===== src/rtl/pipe_vec_elastic_if.sv =====
// Handshake bundle for pipe_vec_elastic: upstream valid/ready/data, flush,
// downstream valid/ready/data and the occupancy count.
interface pipe_vec_elastic_if #(
   parameter int WIDTH = 32,
   parameter int DEPTH = 2
);
   localparam int CW = (DEPTH < 1) ? 1 : $clog2(DEPTH + 1);

   logic             i_valid;
   logic             o_ready;
   logic [WIDTH-1:0] i_data;
   logic             i_flush;
   logic             o_valid;
   logic             i_ready;
   logic [WIDTH-1:0] o_data;
   logic [CW-1:0]    o_count;

   modport master (
      output i_valid, i_data, i_flush, i_ready,
      input  o_ready, o_valid, o_data, o_count
   );

   modport slave (
      input  i_valid, i_data, i_flush, i_ready,
      output o_ready, o_valid, o_data, o_count
   );
endinterface


===== src/rtl/pipe_vec_elastic.sv =====
// Elastic WIDTH-bit pipeline of DEPTH valid/ready register stages with
// bubble collapsing, synchronous flush and a registered occupancy count.
module pipe_vec_elastic #(
   parameter int WIDTH      = 32,
   parameter int DEPTH      = 2,
   parameter bit RESET_DATA = 1'b0
) (
   input logic               clk,
   input logic               reset,
   pipe_vec_elastic_if.slave bus
);
   localparam int CW = (DEPTH < 1) ? 1 : $clog2(DEPTH + 1);

   generate
      if (DEPTH == 0) begin : g_pass
         assign bus.o_valid = bus.i_valid;
         assign bus.o_data  = bus.i_data;
         assign bus.o_ready = bus.i_ready;
         assign bus.o_count = '0;
      end else begin : g_pipe
         logic [DEPTH-1:0]            v_reg;
         logic [DEPTH-1:0]            v_next;
         logic [DEPTH-1:0]            adv;
         logic [DEPTH:0]              v_chain;
         logic [DEPTH:0][WIDTH-1:0]   d_chain;
         logic [CW-1:0]               count_reg;
         logic [CW-1:0]               count_next;

         // Element 0 of each chain is the upstream input; element k+1 is stage k.
         assign v_chain    = {v_reg, bus.i_valid};
         assign d_chain[0] = bus.i_data;

         // A stage may load whenever it is empty or everything below it moves.
         always_comb begin
            adv            = '0;
            adv[DEPTH-1]   = !v_reg[DEPTH-1] || bus.i_ready;
            for (int k = DEPTH - 2; k >= 0; k--) begin
               adv[k] = !v_reg[k] || adv[k+1];
            end
         end

         always_comb begin
            v_next     = v_reg;
            count_next = '0;
            for (int k = 0; k < DEPTH; k++) begin
               if (adv[k]) begin
                  v_next[k] = v_chain[k];
               end
            end
            if (bus.i_flush) begin
               v_next = '0;
            end
            for (int k = 0; k < DEPTH; k++) begin
               count_next = count_next + CW'(v_next[k]);
            end
         end

         always_ff @(posedge clk or posedge reset) begin
            if (reset) begin
               v_reg     <= '0;
               count_reg <= '0;
            end else begin
               v_reg     <= v_next;
               count_reg <= count_next;
            end
         end

         for (genvar gi = 0; gi < DEPTH; gi++) begin : g_stage
            logic [WIDTH-1:0] d_reg;

            // Payload follows the advance enable only; a flush leaves it alone.
            if (RESET_DATA) begin : g_rst
               always_ff @(posedge clk or posedge reset) begin
                  if (reset) begin
                     d_reg <= '0;
                  end else if (adv[gi]) begin
                     d_reg <= d_chain[gi];
                  end
               end
            end else begin : g_norst
               always_ff @(posedge clk) begin
                  if (adv[gi]) begin
                     d_reg <= d_chain[gi];
                  end
               end
            end

            assign d_chain[gi+1] = d_reg;
         end

         assign bus.o_valid = v_reg[DEPTH-1];
         assign bus.o_data  = d_chain[DEPTH];
         assign bus.o_ready = adv[0] && !bus.i_flush;
         assign bus.o_count = count_reg;
      end
   endgenerate
endmodule


===== src/flat_wrapper.sv =====
// flat-port wrapper written by rule: the top's interface ports become plain ports
module pipe_vec_elastic_flat 
#(
   parameter int WIDTH      = 32,
   parameter int DEPTH      = 2,
   parameter bit RESET_DATA = 1'b0
)
  (clk, reset, bus_i_valid, bus_i_data, bus_i_flush, bus_i_ready, bus_o_ready, bus_o_valid, bus_o_data, bus_o_count);
  pipe_vec_elastic_if #(.WIDTH(WIDTH), .DEPTH(DEPTH)) bus_i ();
  input logic clk;
  input logic reset;
  input wire logic [$bits(bus_i.i_valid)-1:0] bus_i_valid;
  input wire logic [$bits(bus_i.i_data)-1:0] bus_i_data;
  input wire logic [$bits(bus_i.i_flush)-1:0] bus_i_flush;
  input wire logic [$bits(bus_i.i_ready)-1:0] bus_i_ready;
  output wire logic [$bits(bus_i.o_ready)-1:0] bus_o_ready;
  output wire logic [$bits(bus_i.o_valid)-1:0] bus_o_valid;
  output wire logic [$bits(bus_i.o_data)-1:0] bus_o_data;
  output wire logic [$bits(bus_i.o_count)-1:0] bus_o_count;
  assign bus_i.i_valid = bus_i_valid;
  assign bus_i.i_data = bus_i_data;
  assign bus_i.i_flush = bus_i_flush;
  assign bus_i.i_ready = bus_i_ready;
  assign bus_o_ready = bus_i.o_ready;
  assign bus_o_valid = bus_i.o_valid;
  assign bus_o_data = bus_i.o_data;
  assign bus_o_count = bus_i.o_count;
  pipe_vec_elastic #(.WIDTH(WIDTH), .DEPTH(DEPTH), .RESET_DATA(RESET_DATA)) u_core (.clk(clk), .reset(reset), .bus(bus_i));
endmodule

===== config.mk =====
export PLATFORM = sky130hd
export DESIGN_NAME = pipe_vec_elastic_flat
export DESIGN_NICKNAME = d
export VERILOG_FILES = /design/src/rtl/pipe_vec_elastic_if.sv /design/src/rtl/pipe_vec_elastic.sv /design/src/flat_wrapper.sv
export SDC_FILE = /design/constraint.sdc
export NUM_CORES = 1
export LEC_CHECK = 0
export BUFFER_PORTS_ARGS = -buffer_cell sky130_fd_sc_hd__buf_2
export CELL_PAD_IN_SITES_DETAIL_PLACEMENT = 0
export CELL_PAD_IN_SITES_GLOBAL_PLACEMENT = 1
export CORE_MARGIN = 2
export CORE_UTILIZATION = 44
export DETAILED_ROUTE_END_ITERATION = 10
export MAX_ROUTING_LAYER = met4
export PLACE_DENSITY = 0.82
export SLEW_MARGIN = 20
export SYNTH_ARGS = -nofsm -noshare
export SYNTH_HDL_FRONTEND = slang
export SYNTH_SLANG_ARGS = --single-unit

===== constraint.sdc =====
create_clock -name clk -period 6.5 [get_ports clk]
set_clock_uncertainty 0.2 [all_clocks]
set_input_delay 1.95 -clock clk [delete_from_list [all_inputs] [get_ports clk]]
set_output_delay 1.95 -clock clk [all_outputs]
set_load 0.05 [all_outputs]

==> Word level (Yosys, flattened, before mapping) <==
Cells that the tools add are included.
{ "word_totals": {"ff_bits": 68, "in_bits": 37, "output_inout_bits": 36, "word_cells": 14} }
{ "classes": {"add_sub_neg": 1, "mux": 3, "n_reduce_logical": 6} }
{ "ops": {"columns": ["operator", "n"], "rows": [
  ["1-bit zero test", 3],
  ["1-bit by 1-bit adder with 2-bit output", 1],
  ["1-bit logical OR", 2],
  ["1-bit 2-to-1 mux", 2],
  ["2-bit 2-to-1 mux", 1],
  ["1-bit logical AND", 1]
]} }

==> Logic depth before layout (Yosys ltp) <==
{ "depth": {"word_depth": 6, "mapped_depth": 3, "ltp_nobuf": 3} }

==> Worst setup path after synthesis <==
Ideal clock, no wire load.
{ "synth_timing": {"kind": "input-to-output", "startpoint": "in bus_i_ready", "endpoint": "out bus_o_ready", "t_arrival_ns": 3.587, "required_ns": 4.350, "path_slack_ns": 0.763, "cell_stages": 2, "path_buffers": 0, "path_cell_list": "nand3b_1 > nor2b_1"} }
{ "synth_between": {"elab_chain_cells": 3} }
{ "synth_lines": {"columns": ["element", "line", "rtl"], "rows": [
  ["start, declared", "flat_wrapper.sv:15", "input wire logic [$bits(bus_i.i_ready)-1:0] bus_i_ready;"],
  ["1-bit logical OR", "pipe_vec_elastic.sv:36", "adv[DEPTH-1] = !v_reg[DEPTH-1] || bus.i_ready;"],
  ["1-bit logical OR", "pipe_vec_elastic.sv:38", "adv[k] = !v_reg[k] || adv[k+1];"],
  ["1-bit logical AND", "pipe_vec_elastic.sv:93", "assign bus.o_ready = adv[0] && !bus.i_flush;"],
  ["end, declared", "flat_wrapper.sv:16", "output wire logic [$bits(bus_i.o_ready)-1:0] bus_o_ready;"]
]} }
Every way passes these cells.

==> Worst setup path in the final report <==
Same ends and word-level chain as after synthesis.

==> flow_summary.toml <==
[route]
drcViolationCount = 0
drtIter0Drc = 70
wl_per_cell_um = 14.4
postRouteAntennaNets = 0
dr_total_vias = 1001
firstDrtPassIters = 2
viasPerCell = 4.59
finalWirelength_um = 3140

[global_routing]
grt_pass1_vias = 1044
grt_start_max_net_pins = 34
antenna_found_initial = 0
grt_overflow_total = 0
grt_pass1_wl_um = 4800
grtUsageTotal_pct = 13.4

[timing]
max_freq_mhz = 213
finalSetupTns_ps = 0
hold_violations = 0
setup_viol = 0
layout_setup_ws_ps = 1800
min_period_over_period_pct = 72.4
slew_headroom_pct = 46.6
worst_slew_pin_slew_ps = 801
rsz0062_at_grt = "false"
period_minus_slack_ps = 4700
drv_slew = 0

[cells_and_area]
layout.nets = 199
diodes = 0
drive_gt1_share_pct = 53.6
areaGrowthSynthToFinish_pct = 30.2
final_common_cell = "buf_2"
final_cell_mix = "buf_2 (72), edfxtp_1 (64), clkbuf_8 (9)"
fin_area_um2 = 2700

[cts]
cts_max_path_buffers = 2
clock_latency_ps = 330
cts_root_buffer = "clkbuf_8"
ctsResizeCount = 0
cts-htree-levels = 3
cts_buffers = 9
cts_hold_buf = 0
post_cts_buffers = 0
cts_tree = "done"
path_clk_slew_ps = 70
cts.sinks = 68

[die]
core_area_um2 = 4440
rows = 24
io_pins = 73
dieHeight_um = 72.7
initial_utilization_pct = 46.7
die_area_um2 = 5280
dieWidth_um = 72.7

[yosys]
synth-simple-area-share_pct = 0.964
ys_ff_latch = 68
synth_fa_ha_area_share_pct = 0.603
synthMuxAreaShare_pct = 0
synth_top_family_by_area = "simple AND/OR/NAND/NOR gates"
yosysWarnings = 0
syn_area_um2 = 2080
synth_compound_area_share_pct = 0.482
synth-xor-area-share_pct = 0
netlist_instances = 77
ys_seq_area_share_pct = 97.4
avgSynthCellArea_um2 = 27.0
syn_nets = 115
ys_types = 8

[worst_hold_path]
hold_path_class = "reg2reg"

[pwr]
seqPwrFrac_pct = 55.3
power_frac_comb_pct = 9.7
power_frac_clock_pct = 35.0
cellPowerDensity_nw_per_um2 = 345
ir_worst_vdd_mv = 0.140
cellLeakagePower_nw = 1.14
internal_power_w = 0.000703
switchingPower_w = 0.000229
p_sw_share_pct = 24.6

[critical_path]
critPathRequiredTime_ps = 4350
crit_type = "in2out"
endpoint_kind = "output port"
worstPathArrival_ps = 2550
critPathMaxFanout = 2
start_kind = "input pin"

[placed_design]
pre_cts_slack_ps = 1810
gp_congestion = 0.705
portBuffers = 72
place_area_um2 = 2510
hpwl_um = 2070

[outcome]
status = "finished clean"

[job]
drv_cap = 0
-- cells in the mapped netlist, drive strengths merged --
cell type	n	share of area, %
a21oi	2	0.48
dfrtp	4	4.8
edfxtp	64	93
ha	1	0.60
inv	3	0.54
nand2b	1	0.30
nand3b	1	0.36
nor2b	1	0.30
-- metrics by stage --
| step | total power [W] | std cells | hold slack [ps] | utilization (%) |
|---|---|---|---|---|
| floorplan | 0.000587 | 77 | 200 | - |
| finish | 0.000932 | 218 | 217 | 60.8 |
| global placement | 0.000614 | 202 | 200 | 56.5 |
| global route | 0.000965 | 218 | 226 | 60.8 |
| detailed placement | 0.000617 | 202 | 205 | 56.5 |
| CTS | 0.000942 | 218 | 217 | 60.8 |
-- area by class of cell --
type,count,area [um^2]
sequential,68,2020
fill,337,1740
timing repair buffer,73,368
clock inverter,7,67.6
inverter,3,11.3
multi-input combinational,6,45.0
clock buffer,9,124
tap,52,65.1
-- final timing paths --
| kind | startpoint | endpoint | slack, ps | cells past startpoint |
|---|---|---|---|---|
| worst min-delay path | u_core.g_pipe.g_stage[0].d_reg[20]$_DFFE_PN_ | u_core.bus.o_data[20]$_DFFE_PP_ | 220 | 0 |
| max in group asynchronous | reset | u_core.g_pipe.v_reg[1]$_DFF_PP0_ | 4660 | 2 |
| worst max register to register | u_core.g_pipe.v_reg[1]$_DFF_PP0_ | u_core.bus.o_count[0]$_DFF_PP0_ | 4650 | 3 |
| worst min register to register | u_core.g_pipe.g_stage[0].d_reg[20]$_DFFE_PN_ | u_core.bus.o_data[20]$_DFFE_PP_ | 220 | 0 |
| min in group asynchronous | reset | u_core.bus.o_count[0]$_DFF_PP0_ | 1290 | 2 |
| worst max-delay path | bus_i_ready | bus_o_ready | 1800 | 4 |
-- power by group through the flow --
stage / Sequential (W) / Clock (W) / Combinational (W)
floorplan: 0.000582 / 0 / 0.00000579
global placement: 0.000524 / 0 / 0.0000901
detailed placement: 0.000525 / 0 / 0.0000915
CTS: 0.000516 / 0.000335 / 0.0000914
global route: 0.000518 / 0.000354 / 0.0000941
finish: 0.000515 / 0.000326 / 0.0000906
-- worst max-delay path, stage by stage --
cell      delay [ps]
buf_2            100
nand3b_1         160
nor2b_1          140
buf_2            200
-- kinds of logic after synthesis --
| family | Yosys count |
|---|---|
| DFF | 68 |
| buffers and inverters | 3 |
| adders and majority gates | 1 |
| and+or+nand+nor | 3 |
| AOI/OAI and AO/OA | 2 |
-- layer usage --
metal	vias to the layer above	routed length, um	GRT usage (%)
li1	469	-	-
met1	476	1270	13.9
met2	51	1580	20.9
met3	5	227	4.83
met4	0	60	9.88
met5	-	0	-
(Power assumes the default switching activity.)
